<file path="src/rtl/spi_pkg.sv">
// Shared defaults and state encoding for the SPI shift unit.
// Build option SPI_LSB_FIRST_EN selects LSB-first bit order (default MSB-first).
package spi_pkg;

    localparam int DATA_WIDTH_DEF    = 8;
    localparam int COUNTER_WIDTH_DEF = 4;

    typedef enum logic [1:0] {
        ST_IDLE  = 2'd0,
        ST_SHIFT = 2'd1,
        ST_DONE  = 2'd2
    } spi_state_e;

endpackage

</file>
<file path="src/rtl/spi_shift_core.sv">
// Transmit/receive shift registers with bit-order selection.
// SPI_LSB_FIRST_EN defined: shift right, LSB on the wire first; otherwise MSB-first.
module spi_shift_core
    import spi_pkg::*;
#(
    parameter int DATA_WIDTH = DATA_WIDTH_DEF
) (
    input  logic                  counter_s_clk,
    input  logic                  rst_n,
    input  logic                  load,
    input  logic                  shift,
    input  logic [DATA_WIDTH-1:0] tx_data,
    input  logic                  mosi,
    output logic                  tx_bit,
    output logic [DATA_WIDTH-1:0] rx_word
);

    logic [DATA_WIDTH-1:0] tx_shift_q, tx_shift_d;
    logic [DATA_WIDTH-1:0] rx_shift_q, rx_shift_d;
    logic [DATA_WIDTH-1:0] tx_next;

    // rx_word is the register contents including the bit arriving this edge,
    // so the top can capture a full word on the last-bit edge.
`ifdef SPI_LSB_FIRST_EN
    assign tx_bit  = tx_shift_q[0];
    assign tx_next = {1'b0, tx_shift_q[DATA_WIDTH-1:1]};
    assign rx_word = {mosi, rx_shift_q[DATA_WIDTH-1:1]};
`else
    assign tx_bit  = tx_shift_q[DATA_WIDTH-1];
    assign tx_next = {tx_shift_q[DATA_WIDTH-2:0], 1'b0};
    assign rx_word = {rx_shift_q[DATA_WIDTH-2:0], mosi};
`endif

    always_comb begin
        tx_shift_d = tx_shift_q;
        rx_shift_d = rx_shift_q;
        if (load) begin
            tx_shift_d = tx_data;
        end else if (shift) begin
            tx_shift_d = tx_next;
            rx_shift_d = rx_word;
        end
    end

    always_ff @(posedge counter_s_clk or negedge rst_n) begin
        if (!rst_n) begin
            tx_shift_q <= '0;
            rx_shift_q <= '0;
        end else begin
            tx_shift_q <= tx_shift_d;
            rx_shift_q <= rx_shift_d;
        end
    end

endmodule

</file>
<file path="src/rtl/spi_shift_unit.sv">
// SPI frame shifter: IDLE/SHIFT/DONE control, frame capture and sticky error flags.
// Bit order is chosen by SPI_LSB_FIRST_EN inside spi_shift_core.
module spi_shift_unit
    import spi_pkg::*;
#(
    parameter int DATA_WIDTH    = DATA_WIDTH_DEF,
    parameter int COUNTER_WIDTH = COUNTER_WIDTH_DEF   // 2**COUNTER_WIDTH must exceed DATA_WIDTH
) (
    input  logic                  counter_s_clk,
    input  logic                  rst_n,
    input  logic                  done_tick,
    input  logic                  mosi,
    input  logic [DATA_WIDTH-1:0] tx_data,
    input  logic                  tx_load,
    output logic                  miso,
    output logic [DATA_WIDTH-1:0] rx_data,
    output logic                  rx_valid,
    output logic                  busy,
    output logic                  overrun,
    output logic                  sync_err
);

    localparam logic [COUNTER_WIDTH-1:0] LAST_IDX = COUNTER_WIDTH'(DATA_WIDTH - 1);

    spi_state_e             state_q, state_d;
    logic [COUNTER_WIDTH-1:0] cnt_q, cnt_d;
    logic [DATA_WIDTH-1:0]  rx_data_q, rx_data_d;
    logic                   rx_valid_q, rx_valid_d;
    logic                   busy_q, busy_d;
    logic                   overrun_q, overrun_d;
    logic                   sync_err_q, sync_err_d;
    logic                   done_first_q, done_first_d;
    logic                   load, shift;
    logic                   tx_bit;
    logic [DATA_WIDTH-1:0]  rx_word;

    spi_shift_core #(.DATA_WIDTH(DATA_WIDTH)) u_core (
        .counter_s_clk (counter_s_clk),
        .rst_n         (rst_n),
        .load          (load),
        .shift         (shift),
        .tx_data       (tx_data),
        .mosi          (mosi),
        .tx_bit        (tx_bit),
        .rx_word       (rx_word)
    );

    always_comb begin
        state_d      = state_q;
        cnt_d        = cnt_q;
        rx_data_d    = rx_data_q;
        rx_valid_d   = rx_valid_q;
        overrun_d    = overrun_q;
        sync_err_d   = sync_err_q;
        done_first_d = 1'b0;
        load         = 1'b0;
        shift        = 1'b0;
        case (state_q)
            ST_IDLE: begin
                if (tx_load) begin
                    load       = 1'b1;
                    cnt_d      = '0;
                    rx_valid_d = 1'b0;
                    state_d    = ST_SHIFT;
                end
            end
            ST_SHIFT: begin
                if (tx_load) overrun_d = 1'b1;
                // An early frame-complete tick means the external counter and
                // ours have slipped; abandon the frame rather than guess.
                if (done_tick && (cnt_q != LAST_IDX)) begin
                    sync_err_d = 1'b1;
                    state_d    = ST_IDLE;
                end else begin
                    shift = 1'b1;
                    if (cnt_q == LAST_IDX) begin
                        rx_data_d    = rx_word;
                        rx_valid_d   = 1'b1;
                        state_d      = ST_DONE;
                        done_first_d = 1'b1;
                    end else begin
                        cnt_d = cnt_q + 1'b1;
                    end
                end
            end
            ST_DONE: begin
                if (done_first_q && !done_tick) sync_err_d = 1'b1;
                if (tx_load) begin
                    load       = 1'b1;
                    cnt_d      = '0;
                    rx_valid_d = 1'b0;
                    state_d    = ST_SHIFT;
                end
            end
            default: state_d = ST_IDLE;
        endcase
        busy_d = (state_d == ST_SHIFT);
    end

    always_ff @(posedge counter_s_clk or negedge rst_n) begin
        if (!rst_n) begin
            state_q      <= ST_IDLE;
            cnt_q        <= '0;
            rx_data_q    <= '0;
            rx_valid_q   <= 1'b0;
            busy_q       <= 1'b0;
            overrun_q    <= 1'b0;
            sync_err_q   <= 1'b0;
            done_first_q <= 1'b0;
        end else begin
            state_q      <= state_d;
            cnt_q        <= cnt_d;
            rx_data_q    <= rx_data_d;
            rx_valid_q   <= rx_valid_d;
            busy_q       <= busy_d;
            overrun_q    <= overrun_d;
            sync_err_q   <= sync_err_d;
            done_first_q <= done_first_d;
        end
    end

    assign miso     = busy_q ? tx_bit : 1'b1;
    assign rx_data  = rx_data_q;
    assign rx_valid = rx_valid_q;
    assign busy     = busy_q;
    assign overrun  = overrun_q;
    assign sync_err = sync_err_q;

endmodule

</file>
<file path="config.mk">
export PLATFORM = sky130hd
export DESIGN_NAME = spi_shift_unit
export DESIGN_NICKNAME = d
export VERILOG_FILES = /design/src/rtl/spi_pkg.sv /design/src/rtl/spi_shift_core.sv /design/src/rtl/spi_shift_unit.sv
export SDC_FILE = /design/constraint.sdc
export NUM_CORES = 1
export LEC_CHECK = 0
export CORE_MARGIN = 3
export CORE_UTILIZATION = 30
export DETAILED_ROUTE_END_ITERATION = 16
export GPL_ROUTABILITY_DRIVEN = 1
export SYNTH_ARGS = -nofsm -noshare
export SYNTH_HDL_FRONTEND = slang
export SYNTH_SLANG_ARGS = --single-unit
export TNS_END_PERCENT = 100
</file>
<file path="constraint.sdc">
create_clock -name counter_s_clk -period 1.8 [get_ports counter_s_clk]
set_input_delay 0.18 -clock counter_s_clk [delete_from_list [all_inputs] [get_ports counter_s_clk]]
set_output_delay 0.18 -clock counter_s_clk [all_outputs]
set_load 0.05 [all_outputs]
</file>
Word level (Yosys, flattened, before mapping)
Index checks and enable logic that the tools add are counted.
{"block": "word_totals", "word_cells": 63, "inputBits": 13, "register_bits": 34, "output_inout_bits": 13}
{"block": "classes", "add_sub_neg": 1, "mux": 25, "n_eq_ne": 11, "reduce_logical": 14, "n_bitwise": 2}
{"cell": "$mux 8", "count": 2}
{"cell": "$mux 1", "count": 13}
{"cell": "$mux 4", "count": 3}
{"cell": "$ne 2x2->1 const B", "count": 5}
{"cell": "$pmux 4 s2", "count": 1}
{"cell": "$reduce_and 4->1", "count": 2}
{"cell": "$mux 2", "count": 3}
{"cell": "$reduce_and 3->1", "count": 2}
{"cell": "$reduce_bool 2->1", "count": 3}
{"cell": "$add 4x1->4 const B", "count": 1}
{"cell": "$eq 2x1->1 const B", "count": 2}
{"cell": "$eq 4x3->1 const B", "count": 1}
{"cell": "$ne 4x3->1 const B", "count": 1}
{"cell": "$pmux 1 s2", "count": 2}
{"cell": "$pmux 2 s2", "count": 1}
{"cell": "$reduce_and 2->1", "count": 2}
{"cell": "$eq 2x2->1 const B", "count": 1}
{"cell": "$logic_and 1x1->1", "count": 2}
{"cell": "$logic_not 2->1", "count": 1}
{"cell": "$ne 2x1->1 const B", "count": 1}
{"cell": "$not 1->1", "count": 2}
{"cell": "$reduce_or 2->1", "count": 1}
{"cell": "$logic_not 1->1", "count": 1}

Depth between registers and ports, before layout
{"block": "logic_depth", "ltp_word": 6, "depth_mapped": 5, "depth_no_buf": 4}

Cells and area by module
From an unflattened synthesis, not the netlist that was laid out.
{"block": "unflattened", "cells_unflattened": 113, "area_unflattened_um2": 1510.2}
{"module": "spi_shift_unit", "n_inst": 1, "area_per_inst_um2": 834.6, "cells_each": 62, "seq_area_each_um2": 475.5}
{"module": "spi_shift_core", "n_inst": 1, "area_per_inst_um2": 675.6, "cells_each": 51, "seq_area_each_um2": 375.4}

Worst setup path before layout
Ideal clock, no wire load.
{"block": "synth_timing", "path_type": "reg-to-reg", "startpoint": "register cnt_q[0]", "endpoint": "register rx_data_q[0], in the netlist rx_data[0]", "path_buffers": 1, "path_stages_with_launch": 6, "required_time_ns": 1.675, "arrival_time_ns": 1.376, "period_less_slack_ns": 1.501, "setup_time_ns": 0.125, "setup_slack_ns": 0.299, "cell_sequence": "dfrtp_1 ha_1 nand3b_4 nor2_1 buf_4 mux2_2"}
{"block": "synth_via", "elab_chain_cells": 4, "elab_cells_between_ends": 5, "cone_classes": "2 x eq/ne; 1 x bitwise; 2 x reduce/logical"}
{"element": "start: declaration", "line": "spi_shift_unit.sv:26", "text": "logic [COUNTER_WIDTH-1:0] cnt_q, cnt_d;"}
{"element": "start signal: assignment", "line": "spi_shift_unit.sv:112", "text": "cnt_q <= cnt_d;"}
{"element": "$ne 4x3->1", "line": "spi_shift_unit.sv:71", "text": "if (done_tick && (cnt_q != LAST_IDX)) begin"}
{"element": "$logic_and 1x1->1", "line": "spi_shift_unit.sv:71"}
{"element": "$not 1->1 (no line)"}
{"element": "$reduce_and 3->1 (no line) *"}
{"element": "end signal: assignment", "line": "spi_shift_unit.sv:113", "text": "rx_data_q <= rx_data_d;"}
{"element": "end: declaration", "line": "spi_shift_unit.sv:27", "text": "logic [DATA_WIDTH-1:0] rx_data_q, rx_data_d;"}
Every way passes the cells marked *; elsewhere a longest branch is shown, timed or not.
A chain may end at the register's enable or synchronous reset.

Worst setup path after layout
{"block": "layout_timing", "startpoint": "register u_core.tx_shift_q[7]", "endpoint": "output port miso"}
{"block": "layout_via", "elab_chain_cells": 1}
{"element": "start: declaration", "line": "spi_shift_core.sv:18", "text": "logic [DATA_WIDTH-1:0] tx_shift_q, tx_shift_d;"}
{"element": "start signal: assignment", "line": "spi_shift_core.sv:50", "text": "tx_shift_q <= tx_shift_d;"}
{"element": "$mux 1", "line": "spi_shift_unit.sv:122", "text": "assign miso = busy_q ? tx_bit : 1'b1;"}
{"element": "end: declaration", "line": "spi_shift_unit.sv:15", "text": "output logic miso,"}
Every way passes these cells.

==> results.ini <==
[detailed_routing]
drtIter0Drc = 67
firstDrtPassIters = 4
wl_per_cell_um = 13.77
via_per_inst = 4.900
ant_nets = 0
wirelength_mm = 3.290
drcViolationCount = 0
vias = 1171

[sta]
final.setup.tns_ps = 0
skew_ps = 5.982
rsz0062_at_grt = no
hold_viol = 0
maxSlewViolCount = 0
fin_crit_ps = 1718
fin_ws_ps = 82.02
maxSlewHeadroom = 0.6593
max_freq_mhz = 582.1
setup_viol_count_final = 0
worst_pin_slew_ps = 509.4
fin_crit_sh = 0.9544

[pwr]
power_density_nw_per_um2 = 1137
peakVddDrop_v = 0.0005922
fin_total_pwr_uw = 2352
p_leak_uw = 0.0009836

[cts]
cts_hold_buf = 0
clk_transition_reported_paths_ps = 70
insertion_delay_ps = 290
cts_max_level = 2
cts_root_buffer = clkbuf_8
cts_sinks = 34
cts_buffer_depth = 2
post_cts_buffers = 0
cts_resized = 0
cts_tree = built
numCtsBuffers = 5

[global_route]
grt_max_degree = 35
grt_pass1_vias = 1241
grt_first_pass_wirelength_mm = 5.761
grt_use_total = 0.1183
antenna_found_initial = 0
globalRouteOverflowTotal = 0

[logic_synthesis]
synth_seq_cells = 34
synth.distinct_cells = 33
ys_seq_area_frac = 0.5271
synth_cells = 140
synth_fp_nets = 154
yosysTopAreaCell = dfrtp_1
synth_top_area_frac = 0.5271
ys_top_cells_by_area = dfrtp_1 53%, mux2_2 10%, a211o_1 4.9%
netlist_area_um2 = 1614
ys_warn_count = 0
avgSynthCellArea_um2 = 11.53

[layout]
num-fill-cells = 524
syn_to_final_growth_pct = 28.22
diodes = 0
drive_above_1_share = 0.1893
stdcell_area_um2 = 2069
num-nets-final = 182

[run_status]
status = complete, no violations

[setup_path]
slowest_delay_ps = 790
endpoint_kind = output port
required_ps = 1620
r2r_start = cnt_q[0]
worstSetupStartpoint = u_core.tx_shift_q[7]
arrival_ps = 1540
r2r_slack_ps = 130
critPathKind = register to output port
crit_slowest_cell = clkdlybuf4s50_1
cp_max_fo = 3
path_cells = nand2b_1, clkdlybuf4s50_1
worstSetupStartpointType = register

[place]
gp_congestion = 0.8383
placed_area_um2 = 1927
dp_slack_ps = 79.08
dp_hpwl_mm = 2.229
portBuffers = 25

[floorplanning]
core_area_um2 = 5140
die_x_um = 79.35
start_util = 0.3140
dieArea_um2 = 6296
pin_count = 26
rows = 26
die_h_um = 79.35

[job]
cap_violations = 0

[worst_hold_path]
worstHoldPathType = input pin to asynchronous set/reset pin

flip-flops by register name, indices dropped and copies added, names as in the netlist:
| signal | count |
|---|---|
| busy | 1 |
| cnt_q | 4 |
| done_first_q | 1 |
| overrun | 1 |
| rx_data | 8 |
| rx_valid | 1 |
| state_q | 2 |
| sync_err | 1 |
| u_core.rx_shift_q | 7 |
| u_core.tx_shift_q | 8 |
cell type report:
class,instances,area (µm²),area share
flip-flops and latches,34,850.8,0.4111
multi-input cells,86,655.6,0.3168
repair buffers,31,295.3,0.1427
well taps,70,87.58,0.04232
clock buffers,6,82.58,0.03990
clock inverters,2,60.06,0.02902
inverters,10,37.54,0.01814
Yosys cell counts:
master	number
nor3b_1	3
buf_6	2
nand4b_1	1
a211o_1	9
a21o_1	1
nand3b_4	1
a21oi_1	3
o21ai_0	2
o211a_1	1
nand2b_2	1
nand2b_1	2
a21oi_4	1
clkbuf_1	2
a31oi_1	7
buf_2	2
o211ai_1	1
nand2_1	11
o31ai_1	2
o21bai_1	1
nor2_1	9
o22ai_1	1
o21a_1	1
nand4bb_1	1
nor4_1	1
inv_1	10
mux2_2	15
nand4_1	1
and3b_1	1
a2bb2oi_1	7
ha_1	1
dfrtp_1	34
buf_4	4
or4_1	1
worst paths after layout:
| check | to | cells past startpoint |
|---|---|---|
| min in group counter_s_clk | u_core.tx_shift_q[0] | 3 |
| worst min-delay path | u_core.tx_shift_q[7] | 2 |
| worst max register to register | cnt_q[2] | 4 |
| max in group asynchronous | rx_valid | 2 |
| worst min register to register | rx_valid | 1 |
| worst max-delay path | miso | 2 |
cells in the final DEF (no fill, tap or decap), types with 2 or more instances in the layout:
| cell | netlist | final |
|---|---|---|
| a211o_1 | 9 | 9 |
| a21oi_1 | 3 | 3 |
| a2bb2oi_1 | 7 | 7 |
| a31oi_1 | 7 | 7 |
| buf_4 | 4 | 6 |
| bufinv_16 | 0 | 2 |
| clkbuf_8 | 0 | 6 |
| clkdlybuf4s50_1 | 0 | 25 |
| dfrtp_1 | 34 | 34 |
| inv_1 | 10 | 10 |
| mux2_2 | 15 | 15 |
| nand2_1 | 11 | 11 |
| nand2b_1 | 2 | 2 |
| nor2_1 | 9 | 9 |
| nor3b_1 | 3 | 3 |
| o21ai_0 | 2 | 2 |
| o31ai_1 | 2 | 2 |
through the flow:
stage / hold WS [ps] / utilization / instances
5_1_grt: 337.4 / 0.4026 / 239
4_1_cts: 321.6 / 0.4026 / 239
6_report: 301.9 / 0.4026 / 239
3_3_place_gp: 484.4 / 0.3749 / 231
3_5_place_dp: 482.1 / 0.3749 / 231
2_1_floorplan: -115.6 / - / 140
worst max-delay path: cells and delay by family (launching register included):
family / cells / cell delay, ps
flops: 1 / 360
simple gates: 1 / 100
buf+inv: 1 / 790
logic make-up (layout without fill, tap and decap cells):
logic type,Yosys count,after routing,share of synthesized area
AO/OA/AOI/OAI,37,37,0.1775
buffers and inverters,20,49,0.06667
multiplexers,15,15,0.1046
adder cells (fa/ha/maj),1,1,0.007751
AND/OR/NAND/NOR,33,33,0.1163
flip-flops,34,34,0.5271
power breakdown:
| part | total [µW] | internal [µW] | switching (µW) |
|---|---|---|---|
| Sequential | 1030 | 914 | 118 |
| Clock | 871 | 591 | 280 |
| Combinational | 449 | 225 | 225 |
layer usage:
metal,wire (µm),track usage,vias up
met2,1642,0.1953,33
met1,1432,0.1403,578
met3,180,0.05102,6
met5,0,0,-
met4,36,0.03265,0
li1,-,-,554
(Power assumes the default switching activity.)
